[src/rtl/des_sbox_stage.sv]
// DES substitution stage: S1..S_NUM_BOX over a 6*NUM_BOX-bit word.
// Parallel single-cycle mode or a serial mode sharing one lookup unit.
module des_sbox_stage #(
    parameter int NUM_BOX = 8,
    parameter int SERIAL  = 0
) (
    input  logic                 clk,
    input  logic                 rst,
    input  logic [1:6*NUM_BOX]   in_data,
    input  logic                 in_valid,
    output logic                 in_ready,
    output logic [1:4*NUM_BOX]   out_data,
    output logic                 out_valid,
    input  logic                 out_ready,
    output logic                 busy
);

    localparam int IW = 6 * NUM_BOX;
    localparam int OW = 4 * NUM_BOX;
    localparam logic [3:0] LAST = 4'(NUM_BOX);

    localparam logic [1:0] ST_IDLE = 2'd0;
    localparam logic [1:0] ST_BUSY = 2'd1;
    localparam logic [1:0] ST_DONE = 2'd2;

    // One nibble per entry, entry 0 (row 0, col 0) in the top nibble.
    localparam logic [255:0] SBOX_TBL [0:7] = '{
        256'hE4D12FB83A6C5907_0F74E2D1A6CB9538_41E8D62BFC973A50_FC8249175B3EA06D,
        256'hF18E6B34972DC05A_3D47F28EC01A69B5_0E7BA4D158C6932F_D8A13F42B67C05E9,
        256'hA09E63F51DC7B428_D709346A285ECBF1_D6498F30B12C5AE7_1AD069874FE3B52C,
        256'h7DE3069A1285BC4F_D8B56F03472C1AE9_A690CB7DF13E5284_3F06A1D8945BC72E,
        256'h2C417AB6853FD0E9_EB2C47D150FA3986_421BAD78F9C5630E_B8C71E2D6F09A453,
        256'hC1AF92680D34E75B_AF427C9561DE0B38_9EF528C3704A1DB6_432C95FABE17608D,
        256'h4B2EF08D3C975A61_D0B7491AE35C2F86_14BDC37EAF680592_6BD814A7950FE23C,
        256'hD2846FB1A93E50C7_1FD8A374C56B0E92_7B419CE206ADF358_21E74A8DFC90356B
    };

    function automatic logic [3:0] sbox_f(input logic [2:0] k,
                                          input logic [5:0] b);
        logic [5:0]   ent;
        logic [255:0] t;
        ent = {b[5], b[0], b[4:1]};
        t   = SBOX_TBL[k] >> {6'd63 - ent, 2'b00};
        return t[3:0];
    endfunction

    logic [1:0]  state_q, state_d;
    logic [3:0]  idx_q, idx_d;
    logic [1:IW] in_q, in_d;
    logic [1:OW] out_data_q, out_data_d;
    logic        out_valid_q, out_valid_d;
    logic [1:OW] par_res;
    logic [3:0]  ser_res;
    logic        in_ready_c, busy_c;
    int          ser_k;

    always_comb begin
        par_res = '0;
        for (int k = 0; k < NUM_BOX; k++) begin
            par_res[4*k+1 +: 4] = sbox_f(3'(k), in_data[6*k+1 +: 6]);
        end
    end

    // Clamp keeps the shared unit's selects in range outside BUSY.
    always_comb begin
        ser_k = 0;
        if (idx_q != 4'd0 && idx_q <= LAST) begin
            ser_k = int'(idx_q) - 1;
        end
        ser_res = sbox_f(3'(ser_k), in_q[6*ser_k+1 +: 6]);
    end

    always_comb begin
        state_d     = state_q;
        idx_d       = idx_q;
        in_d        = in_q;
        out_data_d  = out_data_q;
        out_valid_d = out_valid_q;
        in_ready_c  = 1'b0;
        busy_c      = 1'b0;
        if (SERIAL == 0) begin
            in_ready_c = !rst && (!out_valid_q || out_ready);
            if (in_valid && in_ready_c) begin
                out_data_d  = par_res;
                out_valid_d = 1'b1;
            end else if (out_ready) begin
                out_valid_d = 1'b0;
            end
        end else begin
            busy_c     = (state_q == ST_BUSY);
            in_ready_c = !rst && (state_q == ST_IDLE);
            case (state_q)
                ST_IDLE: begin
                    if (in_valid && in_ready_c) begin
                        in_d       = in_data;
                        idx_d      = 4'd1;
                        out_data_d = '0;
                        state_d    = ST_BUSY;
                    end
                end
                ST_BUSY: begin
                    out_data_d[4*ser_k+1 +: 4] = ser_res;
                    idx_d = idx_q + 4'd1;
                    if (idx_q == LAST) begin
                        state_d     = ST_DONE;
                        out_valid_d = 1'b1;
                    end
                end
                ST_DONE: begin
                    if (out_ready) begin
                        out_valid_d = 1'b0;
                        state_d     = ST_IDLE;
                    end
                end
                default: state_d = ST_IDLE;
            endcase
        end
    end

    always_ff @(posedge clk) begin
        if (rst) begin
            state_q     <= ST_IDLE;
            idx_q       <= '0;
            in_q        <= '0;
            out_data_q  <= '0;
            out_valid_q <= 1'b0;
        end else begin
            state_q     <= state_d;
            idx_q       <= idx_d;
            in_q        <= in_d;
            out_data_q  <= out_data_d;
            out_valid_q <= out_valid_d;
        end
    end

    assign in_ready  = in_ready_c;
    assign busy      = busy_c;
    assign out_data  = out_data_q;
    assign out_valid = out_valid_q;

endmodule

[config.mk]
export PLATFORM = sky130hd
export DESIGN_NAME = des_sbox_stage
export DESIGN_NICKNAME = d
export VERILOG_FILES = /design/src/rtl/des_sbox_stage.sv
export SDC_FILE = /design/constraint.sdc
export NUM_CORES = 1
export LEC_CHECK = 0
export BUFFER_PORTS_ARGS = -buffer_cell sky130_fd_sc_hd__buf_4
export CAP_MARGIN = 25
export CORE_MARGIN = 3
export CORE_UTILIZATION = 64
export CTS_CLUSTER_SIZE = 28
export DETAILED_ROUTE_END_ITERATION = 10
export GPL_ROUTABILITY_DRIVEN = 1
export PLACE_DENSITY_LB_ADDON = 0.2
export SLEW_MARGIN = 15
export SYNTH_ARGS = -nofsm -noshare
export SYNTH_HDL_FRONTEND = slang
export SYNTH_SLANG_ARGS = --single-unit
[constraint.sdc]
create_clock -name clk -period 5.7 [get_ports clk]
set_input_delay 1.14 -clock clk [delete_from_list [all_inputs] [get_ports clk]]
set_output_delay 1.14 -clock clk [all_outputs]
set_load 0.005 [all_outputs]
==> impl_metrics.py <==
metrics = {
    "run_status": {
        "status": "complete, no violations",
    },
    "layout": {
        "layout_commonest_cell": "buf_4",
        "drive_gt1_frac": 0.153,
        "fin_cells": 916,
        "area_growth_pct": 8.27,
        "fin_nets": 921,
        "final_cell_mix": "88 x buf_4, 62 x ha_1, 57 x nand2_1, 51 x nor2_1, 50 x a21oi_1",
        "antennaDiodeCount": 0,
        "final_area_mm2": 0.00639,
    },
    "power_and_ir_drop": {
        "combinationalPowerShare": 0.510,
        "netSwitchingFraction": 0.398,
        "vdd_drop_max_v": 0.000105,
        "p_int_uw": 553,
        "p_seq_frac": 0.296,
        "clock_power_share": 0.194,
        "power_uw": 919,
        "p_per_area_mw_per_mm2": 144,
        "leakagePower_nw": 2.72,
        "p_switching_uw": 366,
    },
    "place": {
        "postPlaceCellArea_mm2": 0.00630,
        "dpl.hpwl_um": 10900,
        "place.port_buffers": 85,
        "gp_congestion": 0.922,
        "placed_cells": 907,
    },
    "clocking": {
        "clk-insertion-delay-late_ps": 290,
        "cts_resized": 0,
        "clk_pin_slew_worst_paths_ps": 70,
        "htreeDepth": 2,
        "holdBufCountCts": 0,
        "clock_sinks": 33,
        "cts_tree": "done",
        "root_buffer": "clkbuf_8",
        "post-cts-setup-buffers": 0,
        "cts_buffer_depth": 2,
        "cts_buffers": 5,
    },
    "logic_synthesis": {
        "yosys.area.top_type": "ha_1",
        "yosys_warnings": 0,
        "synth_top_family_by_area": "compound AO/OA/AOI/OAI gates",
        "synthesis.nets": 908,
        "synth_cells": 794,
        "async_flop_share": 0,
        "ys_ff_latch": 33,
        "synth_edf_count": 0,
        "synth-simple-area-share": 0.195,
        "yosys.area_share.adder": 0.132,
        "synth-compound-area-share": 0.297,
        "synthDistinctLibCells": 79,
        "synthMuxAreaShare": 0.112,
        "synthFlopType": "dfxtp_1",
        "netlist_area_mm2": 0.00590,
        "ys_seq_area_frac": 0.112,
        "synth_xor_area_frac": 0.0535,
        "synth_top_area_frac": 0.132,
        "avgSynthCellArea_um2": 7.43,
        "ys_top_cells_by_area": "ha_1 13%, dfxtp_1 11%, mux4_2 6.1%, a21oi_1 4.2%, buf_2 4.1%",
    },
    "setup_path": {
        "cp_common_cell": "buf_4",
        "path_class": "in2out",
        "cp_top_family": "simple AND/OR/NAND/NOR gates",
        "startpoint_type": "input port",
        "worstPathRequired_ps": 4560,
        "path_cells": "buf_4 > nor2b_1 > nor2_1 > buf_4",
        "slowest_stage": "nor2b_1",
        "worst_ep_arrival_time_ps": 1720,
        "max_stage_delay_ps": 260,
        "endpoint_kind": "output port",
        "cp_max_fo": 3,
        "path_buf_inv": 2,
    },
    "sta": {
        "maxClockFrequency_mhz": 349,
        "whs_ps": 460,
        "finalCritPeriodShare": 0.502,
        "layout_min_cycle_time_ps": 2860,
        "skew_ps": 5.33,
        "setup_tns_ps": 0,
        "drv_slew": 0,
        "finalSetupViolations": 0,
        "grt_setup_unrepaired": "no",
        "hold_violations": 0,
    },
    "routing": {
        "dr.pass1.iters": 5,
        "drt_iter0_drc": 392,
        "route.detailed.drc": 0,
        "drtAntennaViolNets": 0,
        "vias": 5961,
        "wl_per_cell_um": 16.5,
        "avgViaCountPerCell": 6.51,
        "drt-total-wl_um": 15100,
    },
    "global_route": {
        "grt_max_degree": 35,
        "track_usage": 0.285,
        "grt_pass1_wl_um": 25000,
        "grt_antenna_before_repair": 0,
        "grt_pass1_vias": 5391,
        "gr-total-overflow": 0,
    },
    "die": {
        "core_area_mm2": 0.00885,
        "start_util": 0.667,
        "dieHeight_um": 102,
        "num_rows": 34,
        "die_w_um": 102,
        "die-area_mm2": 0.0104,
        "io_pins": 87,
    },
    "run": {
        "cap_violations": 0,
    },
    "hold_path": {
        "holdCritPathClass": "reg2reg",
    },
}
==> final timing paths <==
kind / cells past startpoint / end / from / slack (ps)
min reg2reg: 2 / out_data[13] / out_data[13] / 460
max: 4 / in_ready / out_ready / 2840
min: 2 / out_data[13] / out_data[13] / 460
max reg2reg: 7 / out_data[24] / out_valid / 3940
==> sequential cells by signal, indices dropped and copies added, names as in the netlist <==
name	count
out_valid	1
out_data	32
==> Yosys cell counts, types with 25 or more instances <==
cell type,count
ha_1,62
nor2_1,51
buf_2,48
inv_1,44
dfxtp_1,33
clkbuf_1,25
nor2b_1,25
nand2_1,57
o21ai_0,44
a21oi_1,50
==> cell families after synthesis <==
| logic type | after synthesis |
|---|---|
| AOI/OAI and AO/OA | 258 |
| other | 1 |
| buffers and inverters | 132 |
| muxes | 45 |
| adders and majority gates | 62 |
| and+or+nand+nor | 227 |
| DFF | 33 |
| xor gates and xnor gates | 36 |
==> worst min-delay path, delay by kind of cell (launching register included) <==
family | cells | cell delay, ps
AOI/OAI and AO/OA | 1 | 50
DFF | 1 | 310
and+or+nand+nor | 1 | 50
==> metrics by stage <==
stage / utilization / setup slack (ps)
global placement: 0.712 / 2700
floorplan: - / 2680
CTS: 0.721 / 2830
global route: 0.722 / 2790
finish: 0.722 / 2840
detailed placement: 0.712 / 2640
==> final cells by class <==
class,count,area (um2)
clock buffers,8,80.1
well taps,108,135
fillers,746,2460
multi-input cells,629,4660
inverters,50,188
flip-flops and latches,33,661
repair buffers,88,661
==> routing by layer <==
layer	share of wire	track usage	up-vias
li1	-	-	2924
met1	0.43	0.381	2807
met2	0.49	0.492	210
met3	0.067	0.0355	20
met4	0.012	0.0666	0
met5	0	0	-
==> power groups by stage <==
stage	registers, mW	logic [mW]	clock network [mW]
after floorplan	0.274	0.328	0
after CTS	0.272	0.464	0.180
after global placement	0.276	0.447	0
after global routing	0.274	0.518	0.189
after detailed placement	0.277	0.462	0
final	0.272	0.468	0.179
Power figures use the tool's default switching activity.
